**src/rtl/mac_accum_requant_pkg.sv**
```systemverilog
// Shared types and fixed-point helpers for the MAC accumulate/requantize stage
// and other datapath stages that narrow a wide sum back to layer precision.
package mac_accum_requant_pkg;

    typedef enum logic [1:0] {ACCUM, REQUANT, HOLD} state_t;

    // Accumulator width: full product width, growth for n_terms, plus one guard bit.
    function automatic int acc_width(input int bits, input int n_terms);
        return 2 * bits + $clog2(n_terms) + 1;
    endfunction

    function automatic logic signed [63:0] sat_clamp(input logic signed [63:0] v,
                                                     input int w);
        logic signed [63:0] hi;
        logic signed [63:0] lo;
        hi = (64'sd1 <<< (w - 1)) - 64'sd1;
        lo = -(64'sd1 <<< (w - 1));
        if (v > hi)
            return hi;
        else if (v < lo)
            return lo;
        return v;
    endfunction

endpackage

```
**src/rtl/mac_accum_requant_if.sv**
```systemverilog
// Product-in / result-out handshake bundle for mac_accum_requant.
interface mac_accum_requant_if #(
    parameter int BITS = 17
);
    logic                     in_valid;
    logic                     in_ready;
    logic signed [2*BITS-1:0] prod_in;
    logic signed [BITS-1:0]   bias;
    logic                     out_valid;
    logic                     out_ready;
    logic signed [BITS-1:0]   out_data;

    modport master (
        output in_valid, prod_in, bias, out_ready,
        input  in_ready, out_valid, out_data
    );

    modport slave (
        input  in_valid, prod_in, bias, out_ready,
        output in_ready, out_valid, out_data
    );
endinterface

```
**src/rtl/requant_sat.sv**
```systemverilog
// Combinational bias add, round-half-up, arithmetic shift, saturation and
// optional ReLU from an ACC_W sum down to BITS/NFRAC fixed point.
module requant_sat
    import mac_accum_requant_pkg::*;
#(
    parameter int BITS  = 17,
    parameter int NFRAC = 8,
    parameter int ACC_W = 37,
    parameter int RELU  = 1
) (
    input  logic signed [ACC_W-1:0] acc,
    input  logic signed [BITS-1:0]  bias,
    output logic signed [BITS-1:0]  res
);
    localparam int T_W = ACC_W + 1;

    logic signed [T_W-1:0] acc_x;
    logic signed [T_W-1:0] bias_x;
    logic signed [T_W-1:0] half;
    logic signed [T_W-1:0] t;
    logic signed [63:0]    r_x;

    always_comb begin
        acc_x  = {{(T_W-ACC_W){acc[ACC_W-1]}}, acc};
        bias_x = {{(T_W-BITS){bias[BITS-1]}}, bias} <<< NFRAC;
        half   = '0;
        half[NFRAC-1] = 1'b1;
        t      = acc_x + bias_x + half;
        r_x    = $signed({{(64-T_W){t[T_W-1]}}, t}) >>> NFRAC;
        // ReLU before the clamp gives the same result as after it, since 0 is in range.
        if (RELU != 0 && r_x < 0)
            r_x = '0;
        res = BITS'(sat_clamp(r_x, BITS));
    end
endmodule

```
**src/rtl/mac_accum_requant.sv**
```systemverilog
// Accumulates N_TERMS signed products, then requantizes sum+bias into a
// one-entry valid/ready output register.
//
//   state   | meaning
//   ACCUM   | accepting products into the accumulator
//   REQUANT | one cycle: register rounded/saturated result, clear accumulator
//   HOLD    | result held until taken; may accept next sum's first product
module mac_accum_requant
    import mac_accum_requant_pkg::*;
#(
    parameter int BITS    = 17,
    parameter int NFRAC   = 8,
    parameter int N_TERMS = 16,
    parameter int RELU    = 1
) (
    input logic                clk,
    input logic                reset,
    mac_accum_requant_if.slave bus
);
    localparam int ACC_W = acc_width(BITS, N_TERMS);
    localparam int CNT_W = (N_TERMS > 1) ? $clog2(N_TERMS) : 1;

    state_t                  state;
    state_t                  state_nxt;
    logic signed [ACC_W-1:0] acc;
    logic signed [ACC_W-1:0] prod_x;
    logic [CNT_W-1:0]        cnt;
    logic                    accept;
    logic                    last;
    logic signed [BITS-1:0]  res;

    always_comb begin
        bus.in_ready = 1'b0;
        if (!reset) begin
            case (state)
                ACCUM:   bus.in_ready = 1'b1;
                HOLD:    bus.in_ready = bus.out_ready;
                default: bus.in_ready = 1'b0;
            endcase
        end
    end

    assign accept = bus.in_valid && bus.in_ready;
    assign last   = (cnt == CNT_W'(N_TERMS - 1));
    assign prod_x = {{(ACC_W-2*BITS){bus.prod_in[2*BITS-1]}}, bus.prod_in};

    always_comb begin
        state_nxt = state;
        case (state)
            ACCUM: begin
                if (accept && last)
                    state_nxt = REQUANT;
            end
            REQUANT: state_nxt = HOLD;
            HOLD: begin
                // With N_TERMS=1 the overlapped beat already completes the next sum.
                if (bus.out_ready)
                    state_nxt = (accept && last) ? REQUANT : ACCUM;
            end
            default: state_nxt = ACCUM;
        endcase
    end

    always_ff @(posedge clk) begin
        if (reset) begin
            state         <= ACCUM;
            acc           <= '0;
            cnt           <= '0;
            bus.out_valid <= 1'b0;
            bus.out_data  <= '0;
        end else begin
            state <= state_nxt;
            if (state == REQUANT) begin
                bus.out_data  <= res;
                bus.out_valid <= 1'b1;
                acc           <= '0;
            end else if (accept) begin
                acc <= acc + prod_x;
                cnt <= last ? '0 : cnt + CNT_W'(1);
            end
            if (state == HOLD && bus.out_ready)
                bus.out_valid <= 1'b0;
        end
    end

    requant_sat #(
        .BITS  (BITS),
        .NFRAC (NFRAC),
        .ACC_W (ACC_W),
        .RELU  (RELU)
    ) u_requant_sat (
        .acc  (acc),
        .bias (bus.bias),
        .res  (res)
    );
endmodule
```
**src/flat_wrapper.sv**
```systemverilog
// flat-port wrapper written by rule: the top's interface ports become plain ports
module mac_accum_requant_flat import mac_accum_requant_pkg::*;
#(
    parameter int BITS    = 17,
    parameter int NFRAC   = 8,
    parameter int N_TERMS = 16,
    parameter int RELU    = 1
)
  (clk, reset, bus_in_valid, bus_prod_in, bus_bias, bus_out_ready, bus_in_ready, bus_out_valid, bus_out_data);
  mac_accum_requant_if #(.BITS(BITS)) bus_i ();
  input logic clk;
  input logic reset;
  input wire logic [$bits(bus_i.in_valid)-1:0] bus_in_valid;
  input wire logic [$bits(bus_i.prod_in)-1:0] bus_prod_in;
  input wire logic [$bits(bus_i.bias)-1:0] bus_bias;
  input wire logic [$bits(bus_i.out_ready)-1:0] bus_out_ready;
  output wire logic [$bits(bus_i.in_ready)-1:0] bus_in_ready;
  output wire logic [$bits(bus_i.out_valid)-1:0] bus_out_valid;
  output wire logic [$bits(bus_i.out_data)-1:0] bus_out_data;
  assign bus_i.in_valid = bus_in_valid;
  assign bus_i.prod_in = bus_prod_in;
  assign bus_i.bias = bus_bias;
  assign bus_i.out_ready = bus_out_ready;
  assign bus_in_ready = bus_i.in_ready;
  assign bus_out_valid = bus_i.out_valid;
  assign bus_out_data = bus_i.out_data;
  mac_accum_requant #(.BITS(BITS), .NFRAC(NFRAC), .N_TERMS(N_TERMS), .RELU(RELU)) u_core (.clk(clk), .reset(reset), .bus(bus_i));
endmodule
```
**config.mk**
```make
export PLATFORM = sky130hd
export DESIGN_NAME = mac_accum_requant_flat
export DESIGN_NICKNAME = d
export VERILOG_FILES = /design/src/rtl/mac_accum_requant_pkg.sv /design/src/rtl/mac_accum_requant_if.sv /design/src/rtl/requant_sat.sv /design/src/rtl/mac_accum_requant.sv /design/src/flat_wrapper.sv
export SDC_FILE = /design/constraint.sdc
export NUM_CORES = 1
export LEC_CHECK = 0
export ABC_AREA = 1
export ABC_CLOCK_PERIOD_IN_PS = 4500
export CAP_MARGIN = 20
export CORE_MARGIN = 2
export CORE_UTILIZATION = 40
export DETAILED_ROUTE_END_ITERATION = 8
export DONT_BUFFER_PORTS = 1
export RECOVER_POWER = 25
export SYNTH_ARGS = -nofsm -noshare
export SYNTH_HDL_FRONTEND = slang
export SYNTH_SLANG_ARGS = --single-unit
```
**constraint.sdc**
```tcl
create_clock -name clk -period 4.5 [get_ports clk]
set_clock_uncertainty 0.2 [all_clocks]
set_input_delay 0.9 -clock clk [delete_from_list [all_inputs] [get_ports clk]]
set_output_delay 0.9 -clock clk [all_outputs]
set_load 0.01 [all_outputs]
```
==> flow_summary.json, run 1 <==
{
  "cts_buffers": 9,
  "cp-start-kind": "input port",
  "synthesis.area_um2": 7637,
  "pre_cts_ws_ns": 0.9735,
  "holdBufCountCts": 0,
  "cts_tree": "built",
  "postRouteAntennaNets": 0,
  "slew_viol_final": 40,
  "wl_met1_mm": 10.54,
  "grt_max_degree": 43,
  "num_io_pins": 74,
  "drc": 0,
  "place.port_buffers": 0,
  "setup_viol": 0,
  "min_path_cells": 1,
  "synth-simple-area-share_pct": 36.24,
  "drt_pre_antenna_iters": 6,
  "core_um2": 18710,
  "finish.instance_area_um2": 8165,
  "cap_violations": 1,
  "synth_top_family_by_area": "simple AND/OR/NAND/NOR gates",
  "power_per_cell_area_nw_per_um2": 258.6,
  "wl_per_cell_um": 14.75,
  "grt_usage_pct": 23.28,
  "fin_tns_setup_ns": 0,
  "synth_compound_area_share_pct": 16.86,
  "violations": "max-capacitance violations, max-slew violations",
  "ir_drop_uv": 185.5,
  "arrival_ns": 3.28,
  "status": "finished, violations left",
  "synth.mux.area_fraction_pct": 0,
  "routed.top_layer": "met5",
  "crit_chain": "ha_1 -> a21oi_1 -> nand2_1 -> a21oi_1 -> o21ai_0 -> a21oi_1 -> o21bai_1 -> a21oi_1 -> o21ai_0 -> nand2_1 -> inv_1",
  "grt_pass1_wl_mm": 36.51,
  "met2_length_mm": 10.78,
  "post-route-period-util_pct": 71.91,
  "synthArstFlopShare_pct": 0,
  "place_inst": 1540,
  "nNetsFinal": 1444,
  "synth-edff-count": 0,
  "yosysSeqAreaShare_pct": 16.51,
  "crit_buf_inv": 1,
  "diodes": 0,
  "core.rowCount": 50,
  "hold_viol_final": 0,
  "die_w_um": 142.2,
  "route.met3.wl_um": 777,
  "overflow": 0,
  "cts.sinks": 63,
  "slew_headroom_pct": -21.11,
  "instances_no_fill": 1556,
  "h-tree-depth": 3,
  "post_cts_buffers": 0,
  "place.gp.congestion": 0.9628,
  "synth_cells": 1320,
  "synth-xor-area-share_pct": 4.702,
  "max_freq_mhz": 309.0,
  "routed_wirelength_mm": 22.96,
  "die_area_um2": 20220,
  "end_kind": "flop",
  "worstPathMaxFanout": 6,
  "vias_per_cell": 4.940,
  "crit_top_cell": "a21oi_1",
  "required_ns": 4.54,
  "cts.clk_slew.worst_paths_ns": 0.06,
  "grt_pass1_vias": 7289,
  "clk_latency_ns": 0.35,
  "crit_slowest_cell": "a21oi_1",
  "start_util_pct": 40.83,
  "drive_gt1_share_pct": 5.825,
  "yosysWarningCount": 0,
  "postSynthAreaPerCell_um2": 5.786,
  "chipHeight_um": 142.2,
  "syn_nets": 1447,
  "tightest_slew_ns": 1.817,
  "clockBufferDepth": 2,
  "synth_cell_type_count": 42,
  "final_core_util_pct": 43.65,
  "setup_slack_ns": 1.264,
  "rr_worst_depth": 18,
  "first_iter_violations": 420,
  "leakage_nw": 4.579,
  "fill_cells": 2048,
  "path_class": "in2reg",
  "via_count": 7687,
  "cp_top_family": "compound AO/OA/AOI/OAI gates",
  "max_stage_delay_ns": 0.41,
  "rsz0062_at_grt": "false",
  "placed_cell_area_um2": 7898,
  "grt_antenna_before_repair": 1,
  "ys_ff_latch": 63,
  "cts_resized": 0,
  "clockRootBuffer": "clkbuf_16",
  "hold_path.class": "reg2reg",
  "synth-adder-area-share_pct": 11.99,
  "synth_flop_cell": "dfxtp_1",
  "dp_hpwl_mm": 19.46,
  "min_period_ns": 3.236,
  "area_growth_pct": 6.913,
  "cp_num_cells": 11
}
area by class of cell:
type                       instances  area (µm²)  area share (%)
clock buffer                       9       225.2           2.758
clock inverter                     7       50.05          0.6129
inverter                         258       968.4           11.86
multi-input combinational        981        5333           65.31
sequential                        63        1261           15.45
tap                              234       292.8           3.586
timing repair buffer               4       35.03          0.4291
path summary, 6_finish.rpt:
check                                startpoint                endpoint  slack [ns]
worst max-delay path             bus_prod_in[2]          u_core.acc[29]        1.26
worst min-delay path            u_core.state[1]    u_core.bus.out_valid        0.27
worst max register to register    u_core.acc[7]  u_core.bus.out_data[1]        1.47
worst min register to register  u_core.state[1]    u_core.bus.out_valid        0.27
flip-flops by register name, indices dropped and copies added, names as in the netlist:
name,cells
u_core.cnt,4
u_core.state,2
u_core.acc,39
u_core.bus.out_valid,1
u_core.bus.out_data,17
where the power goes:
part,internal (mW),switching [mW],total [mW]
clock,0.372,0.278,0.650
combinational,0.287,0.557,0.844
sequential,0.587,0.0319,0.618
layout by cell type, fill, tap and decap left out, types with 10 or more instances in the layout:
| cell type | Yosys | routed |
|---|---|---|
| xnor2_1 | 17 | 17 |
| nand2_2 | 18 | 18 |
| a21oi_1 | 82 | 82 |
| dfxtp_1 | 63 | 63 |
| nand2_1 | 376 | 376 |
| nor3_1 | 11 | 11 |
| o21ai_0 | 66 | 66 |
| nand3_1 | 56 | 56 |
| o21bai_1 | 31 | 31 |
| inv_2 | 15 | 15 |
| nor2_2 | 10 | 11 |
| nor2_1 | 137 | 136 |
| a21o_1 | 10 | 10 |
| ha_1 | 70 | 70 |
| xor2_1 | 24 | 24 |
| nand4_1 | 10 | 10 |
| inv_1 | 243 | 243 |
cells by family (layout without fill, tap and decap cells):
| logic type | count (synthesis) | in the layout |
|---|---|---|
| xor gates and xnor gates | 41 | 41 |
| DFF | 63 | 63 |
| adders and majority gates | 72 | 72 |
| and+or+nand+nor | 647 | 647 |
| AOI/OAI and AO/OA | 221 | 221 |
| buffers and inverters | 276 | 278 |
metal layers:
layer,vias to the layer above,GRT usage [%]
li1,4142,-
met1,3386,28.37
met2,117,40.43
met3,40,3.903
met4,2,9.947
met5,-,0
synthesized netlist by cell type (3+ instances only):
master,number,area (µm²)
nand2_1,376,1411
inv_1,243,912.1
nor2_1,137,514.2
a21oi_1,82,410.4
ha_1,70,875.8
o21ai_0,66,330.3
dfxtp_1,63,1261
nand3_1,56,280.3
o21bai_1,31,232.7
xor2_1,24,210.2
nand2_2,18,112.6
xnor2_1,17,148.9
inv_2,15,56.30
clkbuf_1,14,52.55
nor3_1,11,55.05
a21o_1,10,75.07
nand4_1,10,62.56
nor2_2,10,62.56
o21a_1,9,67.56
a31oi_1,6,37.54
and2_1,6,37.54
nand3b_1,5,37.54
a21boi_0,4,30.03
nand2_4,4,45.04
o211ai_1,4,30.03
a21oi_2,3,26.28
and3_1,3,18.77
nor2_4,3,33.78
per-stage QoR:
| stage | power (mW) | hold slack (ns) |
|---|---|---|
| 4_1_cts | 2.130 | 0.2670 |
| 3_5_place_dp | 1.468 | 0.2595 |
| 3_3_place_gp | 1.464 | 0.2558 |
| 6_report | 2.112 | 0.2725 |
| 5_1_grt | 2.269 | 0.2958 |
| 2_1_floorplan | 1.267 | 0.2415 |
Note: power is estimated with default switching activity, not from simulation.
==> inputs of run 2 (changes only) <==
--- a/config.mk
+++ b/config.mk
@@ -6,7 +6,7 @@
 export NUM_CORES = 1
 export LEC_CHECK = 0
 export ABC_AREA = 1
-export ABC_CLOCK_PERIOD_IN_PS = 4500
+export ABC_CLOCK_PERIOD_IN_PS = 2630
 export CAP_MARGIN = 20
 export CORE_MARGIN = 2
 export CORE_UTILIZATION = 40
==> constraint.sdc (replaced) <==
create_clock -name clk -period 2.63 [get_ports clk]
set_clock_uncertainty 0.2 [all_clocks]
set_input_delay 0.526 -clock clk [delete_from_list [all_inputs] [get_ports clk]]
set_output_delay 0.526 -clock clk [all_outputs]
set_load 0.01 [all_outputs]
==> flow_summary.json, run 2 (synthesized netlist as in run 1, its figures left out) <==
{
  "wl_per_cell_um": 14.46,
  "dp_hpwl_mm": 20.46,
  "clockRootBuffer": "clkbuf_16",
  "max_freq_mhz": 382.3,
  "cts.clk_slew.worst_paths_ns": 0.06,
  "grt_max_degree": 49,
  "diodes": 0,
  "core_um2": 18710,
  "clk_latency_ns": 0.34,
  "chipHeight_um": 142.2,
  "multi_input_area_um2": 5949,
  "tightest_slew_ns": 0.4655,
  "fin_tns_setup_ns": 0,
  "layout.area.seq_um2": 1281,
  "slew_headroom_pct": 68.85,
  "start_util_pct": 40.83,
  "startpoint": "u_core.acc[21]",
  "grt_pass1_vias": 7894,
  "vias_per_cell": 4.901,
  "cp-start-kind": "flop",
  "fill_cells": 1916,
  "hold_path.class": "in2reg",
  "h-tree-depth": 3,
  "cts_tree": "built",
  "power_per_cell_area_nw_per_um2": 436.1,
  "mostFrequentLayoutCells": "nand2_1 (359), inv_1 (241), buf_4 (154)",
  "place.gp.congestion": 0.9293,
  "post-route-period-util_pct": 99.46,
  "cts.sinks": 63,
  "postRouteAntennaNets": 0,
  "grt_pass1_wl_mm": 38.61,
  "layout_commonest_cell": "nand2_1",
  "area_growth_pct": 30.91,
  "holdBufCountCts": 0,
  "core.rowCount": 50,
  "place.port_buffers": 0,
  "status": "completed",
  "slew_viol_final": 0,
  "num_io_pins": 74,
  "path_class": "reg2reg",
  "drc": 0,
  "leakage_nw": 5.423,
  "overflow": 0,
  "arrival_ns": 2.65,
  "rsz0062_at_grt": "true",
  "die_w_um": 142.2,
  "setup_viol": 0,
  "via_count": 8380,
  "drive_gt1_share_pct": 23.17,
  "grt_antenna_before_repair": 1,
  "end_kind": "flop",
  "ir_drop_uv": 329.6,
  "r2r-start": "u_core.acc[21]",
  "required_ns": 2.66,
  "routed_wirelength_mm": 24.72,
  "first_iter_violations": 419,
  "min_period_ns": 2.616,
  "worstPathMaxFanout": 7,
  "clockBufferDepth": 2,
  "cap_violations": 0,
  "nNetsFinal": 1598,
  "regMostFlops": "u_core.acc",
  "largestRegisters": "u_core.acc: 39 flops, u_core.bus.out_data: 17 flops, u_core.cnt: 4 flops",
  "p_total_mw": 4.361,
  "cts_buffers": 9,
  "hold_viol_final": 0,
  "worstHoldStart": "reset",
  "die_area_um2": 20220,
  "largest_reg_flops": 39,
  "grt_usage_pct": 24.48,
  "drt_pre_antenna_iters": 5
}
run 2: cell count changes in the layout (fill, tap and decap cells not counted), moves of 16 or more:
cell	change
nor2_1	-22
ha_4	+24
ha_1	-24
buf_4	+153
nor2_2	+16
nand2_1	-17
run 2: layout make-up:
| class | count | share of cell area [%] |
|---|---|---|
| clock buffers | 11 | 2.428 |
| clock inverters | 5 | 0.8134 |
| inverters | 258 | 9.711 |
| multi-input cells | 983 | 59.50 |
| flip-flops and latches | 63 | 12.81 |
| well taps | 234 | 2.928 |
| repair buffers | 156 | 11.80 |
run 2: worst max-delay path, stage by stage (launching register included):
cell and delay [ns]:
dfxtp_1 0.38, ha_1 0.30, nand2_1 0.14, inv_2 0.05, nand2_1 0.16, inv_1 0.07, a21oi_1 0.19, nand2_2 0.13
a21oi_1 0.16, nor2_1 0.09, nor2_4 0.13, nand3_4 0.12, nor2_8 0.17, nand2_4 0.08, nand2_8 0.10, nand2_2 0.05
run 2: final timing paths:
kind	depth (start not counted)	slack, ns	endpoint
worst max-delay path	15	0.01	u_core.bus.out_data[10]
worst min-delay path	1	0.05	u_core.bus.out_data[16]
worst max register to register	15	0.01	u_core.bus.out_data[10]
worst min register to register	1	0.27	u_core.cnt[3]
run 2: timing repair:
action / in CTS / in global routing
setup endpoints to repair: 16 / 35
gates cloned: 2 / 0
hold endpoints to repair: 0 / 0
pin swaps: 3 / 12
resized for setup: 14 / 127
buffers inserted: 0 / 3
run 2: through the flow:
stage,util (%),hold WS (ns),area [µm²],instances,setup slack (ns)
5_1_grt,53.45,0.04061,9998,1710,-0.08664
3_5_place_dp,48.20,0.2569,9016,1689,-0.2536
4_1_cts,50.31,0.04073,9412,1707,0.007977
3_3_place_gp,48.20,0.2514,9016,1689,-0.2606
2_1_floorplan,-,0.2415,7637,1320,0.008552
6_report,53.45,0.05265,9998,1710,0.01417
run 2: metal layers:
metal | vias to the layer above | wire (µm) | track usage (%)
met5 | - | 16 | 0
met4 | 2 | 1116 | 11.47
met3 | 54 | 847 | 3.802
met2 | 144 | 11680 | 42.41
met1 | 3732 | 11060 | 29.71
li1 | 4448 | - | -
run 2: power by group:
| group | internal (mW) | total, mW | switching (mW) |
|---|---|---|---|
| registers | 1.01 | 1.06 | 0.0566 |
| clock network | 0.855 | 1.31 | 0.460 |
| logic | 0.860 | 1.98 | 1.12 |
